--- config.mk ---
export PLATFORM = sky130hd
export DESIGN_NAME = axis_route_merge_flat
export DESIGN_NICKNAME = d
export VERILOG_FILES = /design/src/rtl/axis_route_merge_if.sv /design/src/rtl/axis_route_merge.sv /design/src/flat_wrapper.sv
export SDC_FILE = /design/constraint.sdc
export NUM_CORES = 1
export LEC_CHECK = 0
export BUFFER_PORTS_ARGS = -buffer_cell sky130_fd_sc_hd__buf_2
export CAP_MARGIN = 10
export CORE_AREA = 5 5 122 124
export CTS_CLUSTER_SIZE = 30
export DETAILED_ROUTE_END_ITERATION = 10
export DIE_AREA = 0 0 127 129
export GPL_ROUTABILITY_DRIVEN = 0
export GPL_TIMING_DRIVEN = 0
export REMOVE_ABC_BUFFERS = 1
export SYNTH_ARGS = -nofsm -noshare
export SYNTH_HDL_FRONTEND = slang
export SYNTH_SLANG_ARGS = --single-unit
--- constraint.sdc ---
create_clock -name aclk -period 2.1 [get_ports aclk]
set_clock_uncertainty 0.05 [all_clocks]
set_input_delay 0.105 -clock aclk [delete_from_list [all_inputs] [get_ports aclk]]
set_output_delay 0.105 -clock aclk [all_outputs]
set_load 0.03 [all_outputs]
--- src/rtl/axis_route_merge_if.sv ---
// Bundle of every stream signal of axis_route_merge: the split input (s_*), split
// outputs (dm_*), merge inputs (mm_*) and merged output (m_*), with lanes packed
// as [i*W +: W]. The switch uses the slave modport, its environment the master one.
interface axis_route_merge_if #(
  parameter int unsigned NUM   = 3,
  parameter int unsigned DSIZE = 32,
  parameter int unsigned USIZE = 1
) ();
  localparam int unsigned KSIZE = DSIZE / 8;
  localparam int unsigned AW    = (NUM > 1) ? $clog2(NUM) : 1;

  logic [AW-1:0]          addr;
  logic [DSIZE-1:0]       s_tdata;
  logic [KSIZE-1:0]       s_tkeep;
  logic [USIZE-1:0]       s_tuser;
  logic                   s_tvalid;
  logic                   s_tlast;
  logic                   s_tready;

  logic [NUM*DSIZE-1:0]   dm_tdata;
  logic [NUM*KSIZE-1:0]   dm_tkeep;
  logic [NUM*USIZE-1:0]   dm_tuser;
  logic [NUM-1:0]         dm_tvalid;
  logic [NUM-1:0]         dm_tlast;
  logic [NUM-1:0]         dm_tready;

  logic [NUM*DSIZE-1:0]   mm_tdata;
  logic [NUM*KSIZE-1:0]   mm_tkeep;
  logic [NUM*USIZE-1:0]   mm_tuser;
  logic [NUM-1:0]         mm_tvalid;
  logic [NUM-1:0]         mm_tlast;
  logic [NUM-1:0]         mm_tready;

  logic [DSIZE-1:0]       m_tdata;
  logic [KSIZE-1:0]       m_tkeep;
  logic [USIZE-1:0]       m_tuser;
  logic                   m_tvalid;
  logic                   m_tlast;
  logic                   m_tready;

  modport slave (
    input  addr, s_tdata, s_tkeep, s_tuser, s_tvalid, s_tlast,
    output s_tready,
    output dm_tdata, dm_tkeep, dm_tuser, dm_tvalid, dm_tlast,
    input  dm_tready,
    input  mm_tdata, mm_tkeep, mm_tuser, mm_tvalid, mm_tlast,
    output mm_tready,
    output m_tdata, m_tkeep, m_tuser, m_tvalid, m_tlast,
    input  m_tready
  );

  modport master (
    output addr, s_tdata, s_tkeep, s_tuser, s_tvalid, s_tlast,
    input  s_tready,
    input  dm_tdata, dm_tkeep, dm_tuser, dm_tvalid, dm_tlast,
    output dm_tready,
    output mm_tdata, mm_tkeep, mm_tuser, mm_tvalid, mm_tlast,
    input  mm_tready,
    input  m_tdata, m_tkeep, m_tuser, m_tvalid, m_tlast,
    output m_tready
  );
endinterface

--- src/rtl/axis_route_merge.sv ---
// Packet-atomic AXI-Stream split (1 -> NUM by addr) and merge (NUM -> 1 round-robin).
// Optional macro AXIS_ROUTE_MERGE_OUT_REG_EN puts a 2-entry skid buffer on the merged
// output (one extra cycle of latency, registered m_*); without it m_* is driven
// combinationally from the granted lane.
module axis_route_merge #(
  parameter int unsigned NUM   = 3,
  parameter int unsigned DSIZE = 32,
  parameter int unsigned USIZE = 1
) (
  input  logic               aclk,
  input  logic               areset,
  axis_route_merge_if.slave  bus
);
  localparam int unsigned KSIZE = DSIZE / 8;
  localparam int unsigned AW    = (NUM > 1) ? $clog2(NUM) : 1;

  // ---------------- split half ----------------
  logic          locked_q;
  logic [AW-1:0] sel_q;
  logic [AW-1:0] sel_c;
  logic          drop_c;

  // Payload fans out to every lane; only the selected lane sees tvalid.
  assign bus.dm_tdata = {NUM{bus.s_tdata}};
  assign bus.dm_tkeep = {NUM{bus.s_tkeep}};
  assign bus.dm_tuser = {NUM{bus.s_tuser}};
  assign bus.dm_tlast = {NUM{bus.s_tlast}};

  // Lane select: live addr between packets, locked value inside a packet; out-of-range drops.
  always_comb begin
    sel_c         = locked_q ? sel_q : bus.addr;
    drop_c        = ({1'b0, sel_c} >= (AW+1)'(NUM));
    bus.dm_tvalid = '0;
    bus.s_tready  = 1'b0;
    if (areset) begin
      bus.s_tready = bus.dm_tready[0];
    end else if (drop_c) begin
      bus.s_tready = 1'b1;
    end else begin
      for (int unsigned i = 0; i < NUM; i++) begin
        if (sel_c == AW'(i)) begin
          bus.dm_tvalid[i] = bus.s_tvalid;
          bus.s_tready     = bus.dm_tready[i];
        end
      end
    end
  end

  // Lock on the first accepted beat, release on the accepted tlast beat.
  always_ff @(posedge aclk) begin
    if (areset) begin
      locked_q <= 1'b0;
      sel_q    <= '0;
    end else if (bus.s_tvalid && bus.s_tready) begin
      if (bus.s_tlast) begin
        locked_q <= 1'b0;
      end else if (!locked_q) begin
        locked_q <= 1'b1;
        sel_q    <= bus.addr;
      end
    end
  end

  // ---------------- merge half ----------------
  typedef enum logic {IDLE, LOCK} state_t;

  state_t           state_q;
  logic [AW-1:0]    grant_q;
  logic             scan_hit;
  logic [AW-1:0]    scan_lane;
  int unsigned      scan_idx;
  logic [DSIZE-1:0] cur_tdata;
  logic [KSIZE-1:0] cur_tkeep;
  logic [USIZE-1:0] cur_tuser;
  logic             cur_tvalid;
  logic             cur_tlast;
  logic             take_c;
  logic             xfer_c;

  // Round-robin scan starting just after the last grant, so the served lane comes last.
  always_comb begin
    scan_hit  = 1'b0;
    scan_lane = grant_q;
    scan_idx  = 0;
    for (int unsigned k = 1; k <= NUM; k++) begin
      scan_idx = (32'(grant_q) + k) % NUM;
      for (int unsigned j = 0; j < NUM; j++) begin
        if (!scan_hit && (scan_idx == j) && bus.mm_tvalid[j]) begin
          scan_hit  = 1'b1;
          scan_lane = AW'(j);
        end
      end
    end
  end

  // Granted-lane mux and per-lane ready; nothing is ready while idle.
  always_comb begin
    cur_tdata     = '0;
    cur_tkeep     = '0;
    cur_tuser     = '0;
    cur_tvalid    = 1'b0;
    cur_tlast     = 1'b0;
    bus.mm_tready = '0;
    for (int unsigned j = 0; j < NUM; j++) begin
      if (grant_q == AW'(j)) begin
        cur_tdata        = bus.mm_tdata[j*DSIZE +: DSIZE];
        cur_tkeep        = bus.mm_tkeep[j*KSIZE +: KSIZE];
        cur_tuser        = bus.mm_tuser[j*USIZE +: USIZE];
        cur_tvalid       = bus.mm_tvalid[j] && (state_q == LOCK);
        cur_tlast        = bus.mm_tlast[j];
        bus.mm_tready[j] = (state_q == LOCK) && take_c;
      end
    end
  end

  assign xfer_c = cur_tvalid && take_c;

  // Arbiter FSM: pick a lane while idle, hold it until its tlast beat is taken.
  always_ff @(posedge aclk) begin
    if (areset) begin
      state_q <= IDLE;
      grant_q <= AW'(NUM - 1);
    end else begin
      case (state_q)
        IDLE: begin
          if (scan_hit) begin
            grant_q <= scan_lane;
            state_q <= LOCK;
          end
        end
        LOCK: begin
          if (xfer_c && cur_tlast) state_q <= IDLE;
        end
        default: state_q <= IDLE;
      endcase
    end
  end

`ifdef AXIS_ROUTE_MERGE_OUT_REG_EN
  localparam int unsigned BW = DSIZE + KSIZE + USIZE + 1;

  logic [BW-1:0] buf_q [2];
  logic [1:0]    cnt_q;
  logic [BW-1:0] cur_beat;
  logic          pop_c;

  assign cur_beat = {cur_tdata, cur_tkeep, cur_tuser, cur_tlast};
  assign take_c   = (cnt_q != 2'd2);
  assign pop_c    = (cnt_q != 2'd0) && bus.m_tready;

  assign bus.m_tvalid = (cnt_q != 2'd0);
  assign {bus.m_tdata, bus.m_tkeep, bus.m_tuser, bus.m_tlast} = buf_q[0];

  // Two-entry skid FIFO; head entry drives m_* directly.
  always_ff @(posedge aclk) begin
    if (areset) begin
      cnt_q <= 2'd0;
    end else begin
      case ({xfer_c, pop_c})
        2'b10: begin
          buf_q[cnt_q[0]] <= cur_beat;
          cnt_q           <= cnt_q + 2'd1;
        end
        2'b01: begin
          buf_q[0] <= buf_q[1];
          cnt_q    <= cnt_q - 2'd1;
        end
        2'b11: begin
          buf_q[0] <= cur_beat;
        end
        default: ;
      endcase
    end
  end
`else
  assign take_c       = bus.m_tready;
  assign bus.m_tvalid = cur_tvalid;
  assign bus.m_tdata  = cur_tdata;
  assign bus.m_tkeep  = cur_tkeep;
  assign bus.m_tuser  = cur_tuser;
  assign bus.m_tlast  = cur_tlast;
`endif

endmodule

--- src/flat_wrapper.sv ---
// flat-port wrapper written by rule: the top's interface ports become plain ports
module axis_route_merge_flat 
#(
  parameter int unsigned NUM   = 3,
  parameter int unsigned DSIZE = 32,
  parameter int unsigned USIZE = 1
)
  (aclk, areset, bus_addr, bus_s_tdata, bus_s_tkeep, bus_s_tuser, bus_s_tvalid, bus_s_tlast, bus_s_tready, bus_dm_tdata, bus_dm_tkeep, bus_dm_tuser, bus_dm_tvalid, bus_dm_tlast, bus_dm_tready, bus_mm_tdata, bus_mm_tkeep, bus_mm_tuser, bus_mm_tvalid, bus_mm_tlast, bus_mm_tready, bus_m_tdata, bus_m_tkeep, bus_m_tuser, bus_m_tvalid, bus_m_tlast, bus_m_tready);
  axis_route_merge_if #(.NUM(NUM), .DSIZE(DSIZE), .USIZE(USIZE)) bus_i ();
  input  logic aclk;
  input  logic areset;
  input wire logic [$bits(bus_i.addr)-1:0] bus_addr;
  input wire logic [$bits(bus_i.s_tdata)-1:0] bus_s_tdata;
  input wire logic [$bits(bus_i.s_tkeep)-1:0] bus_s_tkeep;
  input wire logic [$bits(bus_i.s_tuser)-1:0] bus_s_tuser;
  input wire logic [$bits(bus_i.s_tvalid)-1:0] bus_s_tvalid;
  input wire logic [$bits(bus_i.s_tlast)-1:0] bus_s_tlast;
  output wire logic [$bits(bus_i.s_tready)-1:0] bus_s_tready;
  output wire logic [$bits(bus_i.dm_tdata)-1:0] bus_dm_tdata;
  output wire logic [$bits(bus_i.dm_tkeep)-1:0] bus_dm_tkeep;
  output wire logic [$bits(bus_i.dm_tuser)-1:0] bus_dm_tuser;
  output wire logic [$bits(bus_i.dm_tvalid)-1:0] bus_dm_tvalid;
  output wire logic [$bits(bus_i.dm_tlast)-1:0] bus_dm_tlast;
  input wire logic [$bits(bus_i.dm_tready)-1:0] bus_dm_tready;
  input wire logic [$bits(bus_i.mm_tdata)-1:0] bus_mm_tdata;
  input wire logic [$bits(bus_i.mm_tkeep)-1:0] bus_mm_tkeep;
  input wire logic [$bits(bus_i.mm_tuser)-1:0] bus_mm_tuser;
  input wire logic [$bits(bus_i.mm_tvalid)-1:0] bus_mm_tvalid;
  input wire logic [$bits(bus_i.mm_tlast)-1:0] bus_mm_tlast;
  output wire logic [$bits(bus_i.mm_tready)-1:0] bus_mm_tready;
  output wire logic [$bits(bus_i.m_tdata)-1:0] bus_m_tdata;
  output wire logic [$bits(bus_i.m_tkeep)-1:0] bus_m_tkeep;
  output wire logic [$bits(bus_i.m_tuser)-1:0] bus_m_tuser;
  output wire logic [$bits(bus_i.m_tvalid)-1:0] bus_m_tvalid;
  output wire logic [$bits(bus_i.m_tlast)-1:0] bus_m_tlast;
  input wire logic [$bits(bus_i.m_tready)-1:0] bus_m_tready;
  assign bus_i.addr = bus_addr;
  assign bus_i.s_tdata = bus_s_tdata;
  assign bus_i.s_tkeep = bus_s_tkeep;
  assign bus_i.s_tuser = bus_s_tuser;
  assign bus_i.s_tvalid = bus_s_tvalid;
  assign bus_i.s_tlast = bus_s_tlast;
  assign bus_s_tready = bus_i.s_tready;
  assign bus_dm_tdata = bus_i.dm_tdata;
  assign bus_dm_tkeep = bus_i.dm_tkeep;
  assign bus_dm_tuser = bus_i.dm_tuser;
  assign bus_dm_tvalid = bus_i.dm_tvalid;
  assign bus_dm_tlast = bus_i.dm_tlast;
  assign bus_i.dm_tready = bus_dm_tready;
  assign bus_i.mm_tdata = bus_mm_tdata;
  assign bus_i.mm_tkeep = bus_mm_tkeep;
  assign bus_i.mm_tuser = bus_mm_tuser;
  assign bus_i.mm_tvalid = bus_mm_tvalid;
  assign bus_i.mm_tlast = bus_mm_tlast;
  assign bus_mm_tready = bus_i.mm_tready;
  assign bus_m_tdata = bus_i.m_tdata;
  assign bus_m_tkeep = bus_i.m_tkeep;
  assign bus_m_tuser = bus_i.m_tuser;
  assign bus_m_tvalid = bus_i.m_tvalid;
  assign bus_m_tlast = bus_i.m_tlast;
  assign bus_i.m_tready = bus_m_tready;
  axis_route_merge #(.NUM(NUM), .DSIZE(DSIZE), .USIZE(USIZE)) u_core (.aclk(aclk), .areset(areset), .bus(bus_i));
endmodule
; ---- Yosys cells after proc, flatten, opt, wreduce, memory -nomap -nowiden
; Cells that the tools add are included.
[op_classes]
n_addsub = 3
n_div = 3
order_cmp = 1
n_eq_ne = 10
n_mux = 51
bitwise_logic = 2
n_reduce_logical = 40
[ops]
columns = cell, n
row1 = "32-bit by 1-bit equality test with 1-bit output, second input constant", 3
row2 = "32-bit by 2-bit equality test with 1-bit output, second input constant", 3
row3 = 32-bit zero test, 3
row4 = "32-bit by 2-bit modulo with 32-bit output, second input constant", 3
row5 = 32-bit two-way mux, 3
row6 = 1-bit two-way mux, 32
row7 = 1-bit logical AND, 24
row8 = 2-bit two-way mux, 10
row9 = 4-bit two-way mux, 3
row10 = 9-bit nonzero test, 1
row11 = 1-bit zero test, 8
row12 = "2-bit by 2-bit adder with 3-bit output, second input constant", 2
row13 = 3-bit two-way mux, 2
row14 = "2-bit by 1-bit equality test with 1-bit output, second input constant", 2
row15 = "2-bit equality test, second input constant", 2
row16 = 2-bit zero test, 2
row17 = "2-bit by 1-bit adder with 3-bit output, second input constant", 1
row18 = 3-bit AND reduction, 1
row19 = "2-bit greater-or-equal comparator, second input constant", 1
row20 = 1-bit NOT, 2
row21 = 1-bit one-hot mux with 2 select lines, 1
row22 = 2-bit AND reduction, 1
[totals]
reg_bits = 6
in_bits = 164
out_inout_bits = 160
elab_cells = 114

; ---- Depth between registers and ports, before layout
[logic_depth]
depth_word = 39
ltp_mapped = 8
ltp_nobuf = 7

; ---- Worst setup path after synthesis
; Ideal clock, no wire load.
[synth_timing]
path_type = flip-flop to output port
start = register u_core.grant_q[1]
end = output bus_m_tdata[13]
arrival_time_ns = 2.228
required_ns = 1.945
path_slack_ns = -0.283
stages_incl_launch_ff = 9
n_path_buf = 3
cell_sequence = dfxtp_1 -> inv_1 -> ha_1 -> clkbuf_1 -> nor2b_1 -> clkbuf_1 -> buf_1 -> a22oi_1 -> o21ai_0
[synth_via]
elab_chain_len = 4
word_cells_on_any_way = 6
classes_between = eq/ne (2) / mux (3) / reduce/logical (1)
[synth_rtl]
columns = element, line_no
row1 = start: declaration, axis_route_merge.sv:68  ; logic [AW-1:0] grant_q;
row2 = start signal: assignment, axis_route_merge.sv:122  ; grant_q <= AW'(NUM - 1);
row3 = start signal: assignment, axis_route_merge.sv:127  ; grant_q <= scan_lane;
row4 = 2-bit zero test, axis_route_merge.sv:105  ; if (grant_q == AW'(j)) begin
row5 = 32-bit two-way mux (2 in series), axis_route_merge.sv:105
row6 = 32-bit two-way mux *, axis_route_merge.sv:105
row7 = end: declaration, flat_wrapper.sv:31  ; output wire logic [$bits(bus_i.m_tdata)-1:0] bus_m_tdata;
; Every way passes the cells marked *; elsewhere a longest branch is shown, timed or not.

; ---- Final worst setup path
[layout_timing]
start = register u_core.grant_q[0]
end = output bus_m_tdata[16]
; Same word-level chain as after synthesis.

==> results_dict.tcl <==
set metrics [dict create \
    setup_viol 0 \
    synth_area_per_cell_um2 6.66 \
    holdBufCountCts 0 \
    status "finished clean" \
    seq_power_share 0.074 \
    async_flop_share 0 \
    initial_core_util 0.153 \
    grt_pass1_vias 2336 \
    power_density_nw_per_um2 777 \
    power.switching_mw 1.10 \
    drive_above_1_share 0.558 \
    min_path_cells 2 \
    worstSetupPathType "register to output port" \
    worst-path-max-fanout 12 \
    nNetsFinal 544 \
    tightest_slew_ns 0.404 \
    r2r_end "u_core.sel_q[1]" \
    drc 0 \
    worstSetupEndpointType "output port" \
    yosys-top-cells-count "buf_4, nand2_1, a22oi_1, o21ai_0, clkbuf_1" \
    cts.clk_slew.worst_paths_ns 0.04 \
    cp-start-kind "register" \
    synth-seq-area-share 0.0574 \
    netlist_instances 314 \
    grt_overflow 0 \
    finalCritPeriodShare 0.986 \
    swShare 0.529 \
    reg2reg_slack_ns 0.24 \
    p_int_mw 0.974 \
    rsz0062_at_grt "true" \
    synth.top_cell.area_share 0.409 \
    grt_antenna_before_repair 3 \
    holdWs_ns 0.0623 \
    clockBufferDepth 2 \
    wl_um 17200 \
    viasPerCell 4.60 \
    r2r.worst_path.cells 5 \
    vdd_drop_max_uv 242 \
    syn_area_um2 2090 \
    routedWlPerCell_um 31.1 \
    yosys.area.top_type "buf_4" \
    antennaDiodeCount 0 \
    hold_violations 0 \
    r2r_start "u_core.locked_q" \
    max-slew-margin-rel 0.723 \
    comb_power_share 0.772 \
    root_buffer "clkbuf_16" \
    min_from "bus_m_tready" \
    rows 43 \
    synth_cell_type_count 33 \
    p_leak_nw 1.30 \
    dr.pass1.iters 4 \
    crit_arrival_ns 1.92 \
    slew_violations 0 \
    cts_htree_levels 1 \
    placeableCoreArea_um2 13700 \
    post-route-min-period_ns 2.07 \
    grt_max_degree 47 \
    synth-edff-count 0 \
    dpl.hpwl_um 14500 \
    drt-initial-drc-count 123 \
    final_cell_area_um2 2660 \
    critPathRequiredTime_ns 1.95 \
    clkPwrFrac 0.154 \
    drv_cap 0 \
    ys_warn_count 0 \
    yosysMostFrequentCell "buf_4" \
    vias 2542 \
    ys.flop_type "dfxtp_1" \
    grt_pass1_wl_um 20600 \
    grt.total_usage 0.188 \
    die_y_um 129 \
    cts_buffers 3 \
    ios 324 \
    setup-tns-final_ns 0 \
    area_growth_pct 27.3 \
    ant_nets 0 \
    portBuffers 175 \
    dieArea_um2 16400 \
    clkLatencyLatePin_ns 0.23 \
    hold_path_end "u_core.state_q" \
    cts_tree "yes" \
    synth_seq_cells 6 \
    max_freq_mhz 483 \
    placed_cell_area_um2 2330 \
    cts_num_sinks 6 \
    die_x_um 127 \
    netlist_top_cells_area "buf_4, a22oi_1, o21ai_0" \
    hold_class "input port to register" \
]
-- placed cells by master (no fill, tap or decap), types with 3 or more instances in the layout --
master and n:
buf_2 156, nand2_1 42, a22oi_1 36, o21ai_0 25, buf_4 23, o21ai_1 12
nor2_1 8, a21oi_1 5, clkbuf_16 4, buf_6 4, buf_12 4, dfxtp_1 4
inv_1 3, and3_1 3, ha_4 3
-- worst max-delay path, stage by stage (launching register included) --
cell and delay [ns]:
dfxtp_2 0.36, inv_2 0.08, ha_4 0.18, nor2b_4 0.13, buf_12 0.14, buf_12 0.12, buf_6 0.14, a22oi_1 0.25
o21ai_1 0.09, buf_4 0.17
-- kinds of logic after synthesis --
kind of cell | synth area share
buffers and inverters | 0.452
AOI/OAI and AO/OA | 0.302
and+or+nand+nor | 0.144
DFF | 0.0574
adders and majority gates | 0.0299
muxes | 0.0150
-- how the worst max path moves through the flow --
stage | startpoint | to | slack [ns] | cells past startpoint
after CTS | u_core.grant_q[1] | bus_m_tuser | 0.009 | 7
after global routing | u_core.grant_q[1] | bus_m_tkeep[0] | -0.04 | 9
after detailed placement | u_core.grant_q[1] | bus_m_tdata[9] | -0.52 | 7
after floorplan | u_core.grant_q[1] | u_core.state_q | -1.33 | 6
after global placement | u_core.grant_q[1] | bus_m_tdata[15] | -2.90 | 6
final | u_core.grant_q[0] | bus_m_tdata[16] | 0.03 | 9
-- routing by layer --
metal,track usage,part of all wire,vias up
met4,0.0473,0.030,6
met1,0.177,0.31,1121
met5,0.0441,0.0053,-
met3,0.119,0.15,20
li1,-,-,1096
met2,0.336,0.50,299
-- repair_timing --
action                                  CTS  global route
cloned                                    0             2
pin swaps                                 1             0
endpoints found under the setup margin   41            23
gates resized for setup                  29            19
setup buffers                             7             3
-- metrics by stage --
step                utilization  instances  total power, mW  setup slack (ns)
global placement          0.166        536             1.48             -2.90
CTS                       0.187        548             1.97           0.00872
finish                    0.195        553             2.07            0.0287
detailed placement        0.170        538             1.52            -0.518
floorplan                     -        181            0.966             -1.33
global route              0.195        553             2.20           -0.0364
-- area by class of cell --
type / instances / area, µm²
Fill cell: 1588 / 11000
Timing Repair Buffer: 189 / 1130
Multi-Input combinational cell: 170 / 1090
Tap cell: 180 / 225
Sequential cell: 6 / 125
Clock buffer: 3 / 75.1
Inverter: 5 / 18.8
-- registers in the layout, indices dropped and copies added (netlist names) --
| register | flops |
|---|---|
| u_core.state_q | 1 |
| u_core.sel_q | 2 |
| u_core.grant_q | 2 |
| u_core.locked_q | 1 |
-- power groups by stage --
stage	combinational, mW	sequential [mW]	clock [mW]
floorplan	0.822	0.144	0
detailed placement	1.37	0.150	0
global route	1.71	0.157	0.329
global placement	1.33	0.149	0
finish	1.60	0.154	0.319
CTS	1.50	0.152	0.317
No activity file was read; power rests on OpenSTA's default activity.
